`config.mk`:
```
export PLATFORM = sky130hd
export DESIGN_NAME = muxn_skid
export DESIGN_NICKNAME = d
export VERILOG_FILES = /design/src/rtl/muxn_skid.sv
export SDC_FILE = /design/constraint.sdc
export NUM_CORES = 1
export LEC_CHECK = 0
export BUFFER_PORTS_ARGS = -buffer_cell sky130_fd_sc_hd__buf_2
export CAP_MARGIN = 20
export CORE_MARGIN = 3
export CORE_UTILIZATION = 46
export CTS_BUF_LIST = sky130_fd_sc_hd__clkbuf_16
export DETAILED_ROUTE_END_ITERATION = 7
export PLACE_DENSITY = 0.79
export SYNTH_ARGS = -nofsm -noshare
export SYNTH_HDL_FRONTEND = slang
export SYNTH_SLANG_ARGS = --single-unit
export TNS_END_PERCENT = 50
```
`constraint.sdc`:
```
create_clock -name i_clk -period 2.7 [get_ports i_clk]
set_clock_uncertainty 0.15 [all_clocks]
set_input_delay 0.54 -clock i_clk [delete_from_list [all_inputs] [get_ports i_clk]]
set_output_delay 0.54 -clock i_clk [all_outputs]
set_load 0.05 [all_outputs]
```
`src/rtl/muxn_skid.sv`:
```
// N-to-1 valid/ready channel mux (explicit select or round-robin) feeding a 2-entry skid buffer.
// Optional output-transfer counter port o_xfer_cnt is enabled by defining MUXN_SKID_XFER_CNT_EN.
module muxn_skid #(
  parameter int NB_DATA  = 32,
  parameter int N_INPUTS = 4,
  parameter int ARB_MODE = 0,
  localparam int NB_SEL  = (N_INPUTS > 2) ? $clog2(N_INPUTS) : 1
) (
  input  logic                         i_clk,
  input  logic                         i_reset,
  input  logic                         i_flush,
  input  logic [N_INPUTS*NB_DATA-1:0]  i_data,
  input  logic [N_INPUTS-1:0]          i_valid,
  output logic [N_INPUTS-1:0]          o_ready,
  input  logic [NB_SEL-1:0]            i_sel,
  output logic [NB_DATA-1:0]           o_data,
  output logic [NB_SEL-1:0]            o_chan,
  output logic                         o_valid,
  input  logic                         i_ready
`ifdef MUXN_SKID_XFER_CNT_EN
  ,
  output logic [15:0]                  o_xfer_cnt
`endif
);

  logic [NB_DATA-1:0] main_data, skid_data, word;
  logic [NB_SEL-1:0]  main_chan, skid_chan, g, rr_ptr;
  logic               main_valid, skid_valid;
  logic               grant_ok, in_xfer, out_xfer, can_accept;

  // Only the registered skid state gates acceptance, so o_ready never sees i_ready.
  assign can_accept = !skid_valid;
  assign out_xfer   = main_valid & i_ready;

  assign o_data  = main_data;
  assign o_chan  = main_chan;
  assign o_valid = main_valid;

  always_comb begin
    int unsigned idx;
    grant_ok = 1'b0;
    g        = '0;
    idx      = 0;
    if (ARB_MODE == 0) begin
      grant_ok = (int'(i_sel) < N_INPUTS);
      g        = i_sel;
    end else begin
      for (int unsigned i = 0; i < N_INPUTS; i++) begin
        idx = 32'(rr_ptr) + i;
        if (idx >= N_INPUTS) idx = idx - N_INPUTS;
        if (!grant_ok && i_valid[NB_SEL'(idx)]) begin
          grant_ok = 1'b1;
          g        = NB_SEL'(idx);
        end
      end
    end
  end

  always_comb begin
    o_ready = '0;
    word    = '0;
    in_xfer = 1'b0;
    for (int unsigned k = 0; k < N_INPUTS; k++) begin
      if (grant_ok && (NB_SEL'(k) == g)) begin
        word       = i_data[k*NB_DATA +: NB_DATA];
        o_ready[k] = can_accept & !i_flush & !i_reset;
        in_xfer    = o_ready[k] & i_valid[k];
      end
    end
  end

  always_ff @(posedge i_clk) begin
    if (i_reset) begin
      main_data  <= '0;
      main_chan  <= '0;
      main_valid <= 1'b0;
      skid_data  <= '0;
      skid_chan  <= '0;
      skid_valid <= 1'b0;
      rr_ptr     <= '0;
    end else if (i_flush) begin
      main_valid <= 1'b0;
      skid_valid <= 1'b0;
      rr_ptr     <= '0;
    end else if (in_xfer) begin
      // in_xfer implies the skid entry is empty, so a draining main slot can be refilled directly.
      if (!main_valid || out_xfer) begin
        main_data  <= word;
        main_chan  <= g;
        main_valid <= 1'b1;
      end else begin
        skid_data  <= word;
        skid_chan  <= g;
        skid_valid <= 1'b1;
      end
      if (ARB_MODE != 0)
        rr_ptr <= (g == NB_SEL'(N_INPUTS-1)) ? '0 : g + 1'b1;
    end else if (out_xfer) begin
      if (skid_valid) begin
        main_data <= skid_data;
        main_chan <= skid_chan;
      end
      main_valid <= skid_valid;
      skid_valid <= 1'b0;
    end
  end

`ifdef MUXN_SKID_XFER_CNT_EN
  // Flush does not cancel a downstream transfer, so it is still counted.
  always_ff @(posedge i_clk) begin
    if (i_reset)
      o_xfer_cnt <= '0;
    else if (out_xfer && (o_xfer_cnt != 16'hFFFF))
      o_xfer_cnt <= o_xfer_cnt + 16'd1;
  end
`endif

endmodule

```
== Word-level counts from Yosys, hierarchy flattened ==
Cells that the tools add are included.
Widths: inputs -> output; s select.

* Reductions and logical operators: 13
* Equality and inequality tests: 5
* Bitwise gates (word level): 9
* Muxes and demuxes: 26

{| class="wikitable"
|+ Operators with widths
! kind !! number
|-
| $mux 32 || 8
|-
| $mux 1 || 14
|-
| $mux 2 || 4
|-
| $and 1x1->1 || 7
|-
| $eq 2x2->1 const A || 2
|-
| $logic_not 1->1 || 4
|-
| $reduce_and 2->1 || 2
|-
| $reduce_and 4->1 || 1
|-
| $reduce_bool 2->1 || 2
|-
| $reduce_and 3->1 || 1
|-
| $eq 1x2->1 const A || 1
|-
| $logic_not 2->1 || 1
|-
| $ne 2x1->1 const B || 1
|-
| $ne 2x2->1 const B || 1
|-
| $not 1->1 || 2
|-
| $reduce_or 2->1 || 1
|-
| $logic_or 1x1->1 || 1
|}

* Output and inout bits: 39
* Register bits after elaboration: 70
* Logic and storage cells: 59
* Input port bits: 138

== Longest topological paths before layout ==
* Depth after elaboration: 10
* Depth in mapped cells: 7
* Depth with buffers taken out: 4

== Worst setup path before layout ==
OpenSTA, ideal clock, no wires.

* Kind: input to output
* From: input port i_sel[1]
* To: output port o_ready[0]
* Required time: 2.010 ns
* Slack: -0.082 ns
* Data arrival time: 2.092 ns
* Cell stages on the path: 4
* Cells stage by stage: clkbuf_1 > buf_1 > nor4_1 > nor2b_1

* Word-level cells in the longest chain between the ends: 2

{| class="wikitable"
|+ Ends and longest elaborated chain
! element !! RTL line !! source
|-
| from (decl) || 15 || <nowiki>input logic [NB_SEL-1:0] i_sel,</nowiki>
|-
| $logic_not 2->1 || 64 || <nowiki>if (grant_ok && (NB_SEL'(k) == g)) begin</nowiki>
|-
| $mux 1 || 64 ||
|-
| to (decl) || 14 || <nowiki>output logic [N_INPUTS-1:0] o_ready,</nowiki>
|}

No other way between the ends.

== Worst setup path in the final report ==
* From: input port i_sel[0]
* To: output port o_ready[3]

* Word-level cells in the longest chain between the ends: 2

{| class="wikitable"
|+ Ends and longest elaborated chain
! element !! RTL line
|-
| $eq 2x2->1 || 64
|-
| $mux 1 || 64
|}

No other way between the ends.

==> metrics.log <==
[metrics] result of the run: finished clean
[metrics] initial antenna violation count: 1
[metrics] # Max-Cap Violations: 0
[metrics] I/O pin cnt: 177
[metrics] Sink Count: 70
[metrics] core area: 0.007370 mm²
[metrics] Clock Tree Buf Depth: 2
[metrics] number of global-route vias before repair: 3383
[metrics] relative max-transition margin: 29.11%
[metrics] startpoint of the most critical register-to-register path: o_valid
[metrics] final cycle utilization of the critical path: 92.85%
[metrics] Row Count: 31
[metrics] slack of the worst reg-to-reg path: 290 ps
[metrics] clock latency on the worst-skew pair: 320 ps
[metrics] Post-synth EDFFs: 0
[metrics] number of input and output port buffers inserted: 176
[metrics] root buffer cell: sky130_fd_sc_hd__clkbuf_16
[metrics] All-Layer GR Usage: 23.11%
[metrics] time the final worst path needs with I/O delays and setup: 2507 ps
[metrics] pwr/cell area: 563.9 mW/mm²
[metrics] global-route wire length before repair: 15.88 mm
[metrics] Fin. Hold Viols: 0
[metrics] slew of the pin with the lowest slew margin: 1062 ps
[metrics] launch point of the critical path: i_sel[0]
[metrics] mean routed wirelength per cell: 17.18 µm
[metrics] Synth Area per Inst: 10.84 µm²
[metrics] residual overflow from global routing: 0
[metrics] synthesized netlist net count: 466
[metrics] dpl hpwl: 7.571 mm
[metrics] RSZ-0062 raised after global routing: no
[metrics] Setup Crit Path Kind: in2out
[metrics] postcts setup bufs: 0
[metrics] starting density of the core: 48.25%
[metrics] total vias in the final route: 3369
[metrics] highest net fanout along the worst path: 40
[metrics] final-report max-slew violation count: 0
[metrics] synth warn: 0
[metrics] sequential share of the synthesized area: 39.41%
[metrics] count of antenna-violating nets left after detailed routing: 0
[metrics] die height: 93.92 µm
[metrics] most common cell in the netlist: sky130_fd_sc_hd__dfxtp_1
[metrics] cell types with the highest counts after synthesis: 70 x sky130_fd_sc_hd__dfxtp_1, 35 x sky130_fd_sc_hd__and2_1, 33 x sky130_fd_sc_hd__mux4_2
[metrics] # DRC: 0
[metrics] number of buffers created by CTS: 9
[metrics] routed via count divided by cell count: 5.624
[metrics] hold buffer count at CTS: 0
[metrics] clock transition time at the flip-flop clock pins of the worst setup and hold paths: 60 ps
[metrics] count of unique library cells instantiated by Yosys: 31
[metrics] antenna diode instance count: 0
[metrics] Nets: 633
[metrics] Crit path required time: 2010 ps
[metrics] static leakage power: 2.202 nW
[metrics] synth-to-layout area growth: 35.71%
[metrics] fraction of synthesized cell area taken by the top area cell type: 39.41%
[metrics] flops & latches, synth: 70
[metrics] predominant post-synthesis flop cell: sky130_fd_sc_hd__dfxtp_1
[metrics] final wirelength: 10.29 mm
[metrics] arrival time reported for the critical path endpoint: 1820 ps
[metrics] FF-to-FF End: o_data[5]
[metrics] share of final-layout standard cells stronger than drive strength 1: 49.20%
[metrics] maximum vdd drop: 356.6 µV
[metrics] number of setup violations in the final report: 0
[metrics] post-placement cell area: 0.004506 mm²
[metrics] end point of the critical path: o_ready[3]
[metrics] biggest area contributors in the synthesized netlist: sky130_fd_sc_hd__dfxtp_1 39%, sky130_fd_sc_hd__mux4_2 21%, sky130_fd_sc_hd__a221o_1 9.0%, sky130_fd_sc_hd__and2_1 6.2%, sky130_fd_sc_hd__a21oi_1 3.9%
[metrics] iteration-0 DRC count of the detailed router: 162
[metrics] Worst Setup Start Kind: primary input
[metrics] routability congestion estimate: 0.8310
[metrics] FILL cells: 602
[metrics] Worst Reg2Reg Path Length in Cells: 5
[metrics] Gates resized, CTS repair: 0
[metrics] library cell with the largest summed area after synthesis: sky130_fd_sc_hd__dfxtp_1
[metrics] final setup TNS: 0 ps
[metrics] TritonCTS clock tree: built
[metrics] synthesized netlist cell count: 328
[metrics] FMAX: 398.9 MHz
[metrics] Die Area: 0.008821 mm²
[metrics] largest net degree at the start of global routing: 41
[metrics] floorplan die width: 93.92 µm
[metrics] first drt pass iteration count: 4
[metrics] area of the mapped netlist: 0.003556 mm²
[metrics] type of the worst min-delay path: reg2reg
[metrics] Worst Setup End Kind: primary output
[metrics] CTS HTree Levels: 3
[metrics] design area: 0.004826 mm²
[metrics] share of flip-flops with an asynchronous set or reset: 0%
[metrics] Hold Worst Slack: 300.5 ps
## critical path, cell delays in order
cell	delay, ps
sky130_fd_sc_hd__buf_2	140
sky130_fd_sc_hd__buf_4	590
sky130_fd_sc_hd__and3_1	260
sky130_fd_sc_hd__buf_2	260
## registers in the layout (all words and copies together), names as in the netlist
name / flops
o_valid: 1
skid_valid: 1
skid_data: 32
o_data: 32
o_chan: 2
skid_chan: 2
## power breakdown
group	switching [mW]	total (mW)	leakage (nW)	internal, mW
registers	0.0136	1.07	0.566	1.06
logic	0.230	0.433	1.49	0.203
clock network	0.418	1.22	0.150	0.801
## cell type report
cell class                      instances  area [µm²]  area share [%]
Sequential cell                        70        1401           29.04
Clock buffer                            9       225.2           4.667
Tap cell                               99       123.9           2.567
Multi-Input combinational cell        224        1992           41.28
Timing Repair Buffer                  189       991.0           20.53
Inverter                                1       3.754         0.07778
Clock inverter                          7       88.84           1.841
## per-layer routing
layer  vias to the layer above  routed length, µm  GRT usage, %
met1                      1629               3981         27.02
li1                       1581                  -             -
met3                         9                815         6.410
met2                       148               5385         40.27
met4                         2                 94         8.424
met5                         -                 13             0
## placed cells by master (no fill, tap or decap), types with 2 or more instances in the layout
cell,count
sky130_fd_sc_hd__a21oi_1,28
sky130_fd_sc_hd__a221o_1,32
sky130_fd_sc_hd__and2_1,35
sky130_fd_sc_hd__and3_1,2
sky130_fd_sc_hd__buf_2,176
sky130_fd_sc_hd__buf_4,12
sky130_fd_sc_hd__bufinv_16,2
sky130_fd_sc_hd__clkbuf_16,9
sky130_fd_sc_hd__clkinv_1,2
sky130_fd_sc_hd__dfxtp_1,70
sky130_fd_sc_hd__mux2_2,2
sky130_fd_sc_hd__mux2i_1,11
sky130_fd_sc_hd__mux4_2,33
sky130_fd_sc_hd__nand2_1,25
sky130_fd_sc_hd__nand3_1,24
sky130_fd_sc_hd__nor2_1,15
sky130_fd_sc_hd__nor2b_2,2
sky130_fd_sc_hd__nor3_1,2
sky130_fd_sc_hd__or2_2,2
## per-stage QoR
| stage | setup WS [ps] | util [%] | power [mW] | instances |
|---|---|---|---|---|
| after floorplan | 121.2 | - | 1.364 | 328 |
| after global routing | 73.22 | 65.48 | 2.830 | 599 |
| final | 193.1 | 65.48 | 2.722 | 599 |
| after global placement | 33.36 | 61.14 | 1.516 | 583 |
| after detailed placement | -13.71 | 61.14 | 1.525 | 583 |
| after CTS | 58.33 | 65.40 | 2.751 | 599 |
## how the worst min path moves through the flow
stage / end / cells past startpoint / startpoint
2_1_floorplan: skid_data[0] / 2 / skid_data[0]
3_3_place_gp: skid_data[13] / 2 / skid_data[13]
3_5_place_dp: skid_data[13] / 2 / skid_data[13]
4_1_cts: skid_data[13] / 2 / skid_data[13]
5_1_grt: skid_data[2] / 2 / skid_data[2]
6_report: skid_data[13] / 2 / skid_data[13]
## kinds of logic after synthesis
| group | Yosys count | share of synthesized area, % |
|---|---|---|
| AO/OA/AOI/OAI | 66 | 14.57 |
| flip-flops | 70 | 39.41 |
| buffers and inverters | 34 | 5.031 |
| multiplexers | 46 | 24.63 |
| AND/OR/NAND/NOR | 112 | 16.36 |
(Power assumes the default switching activity.)
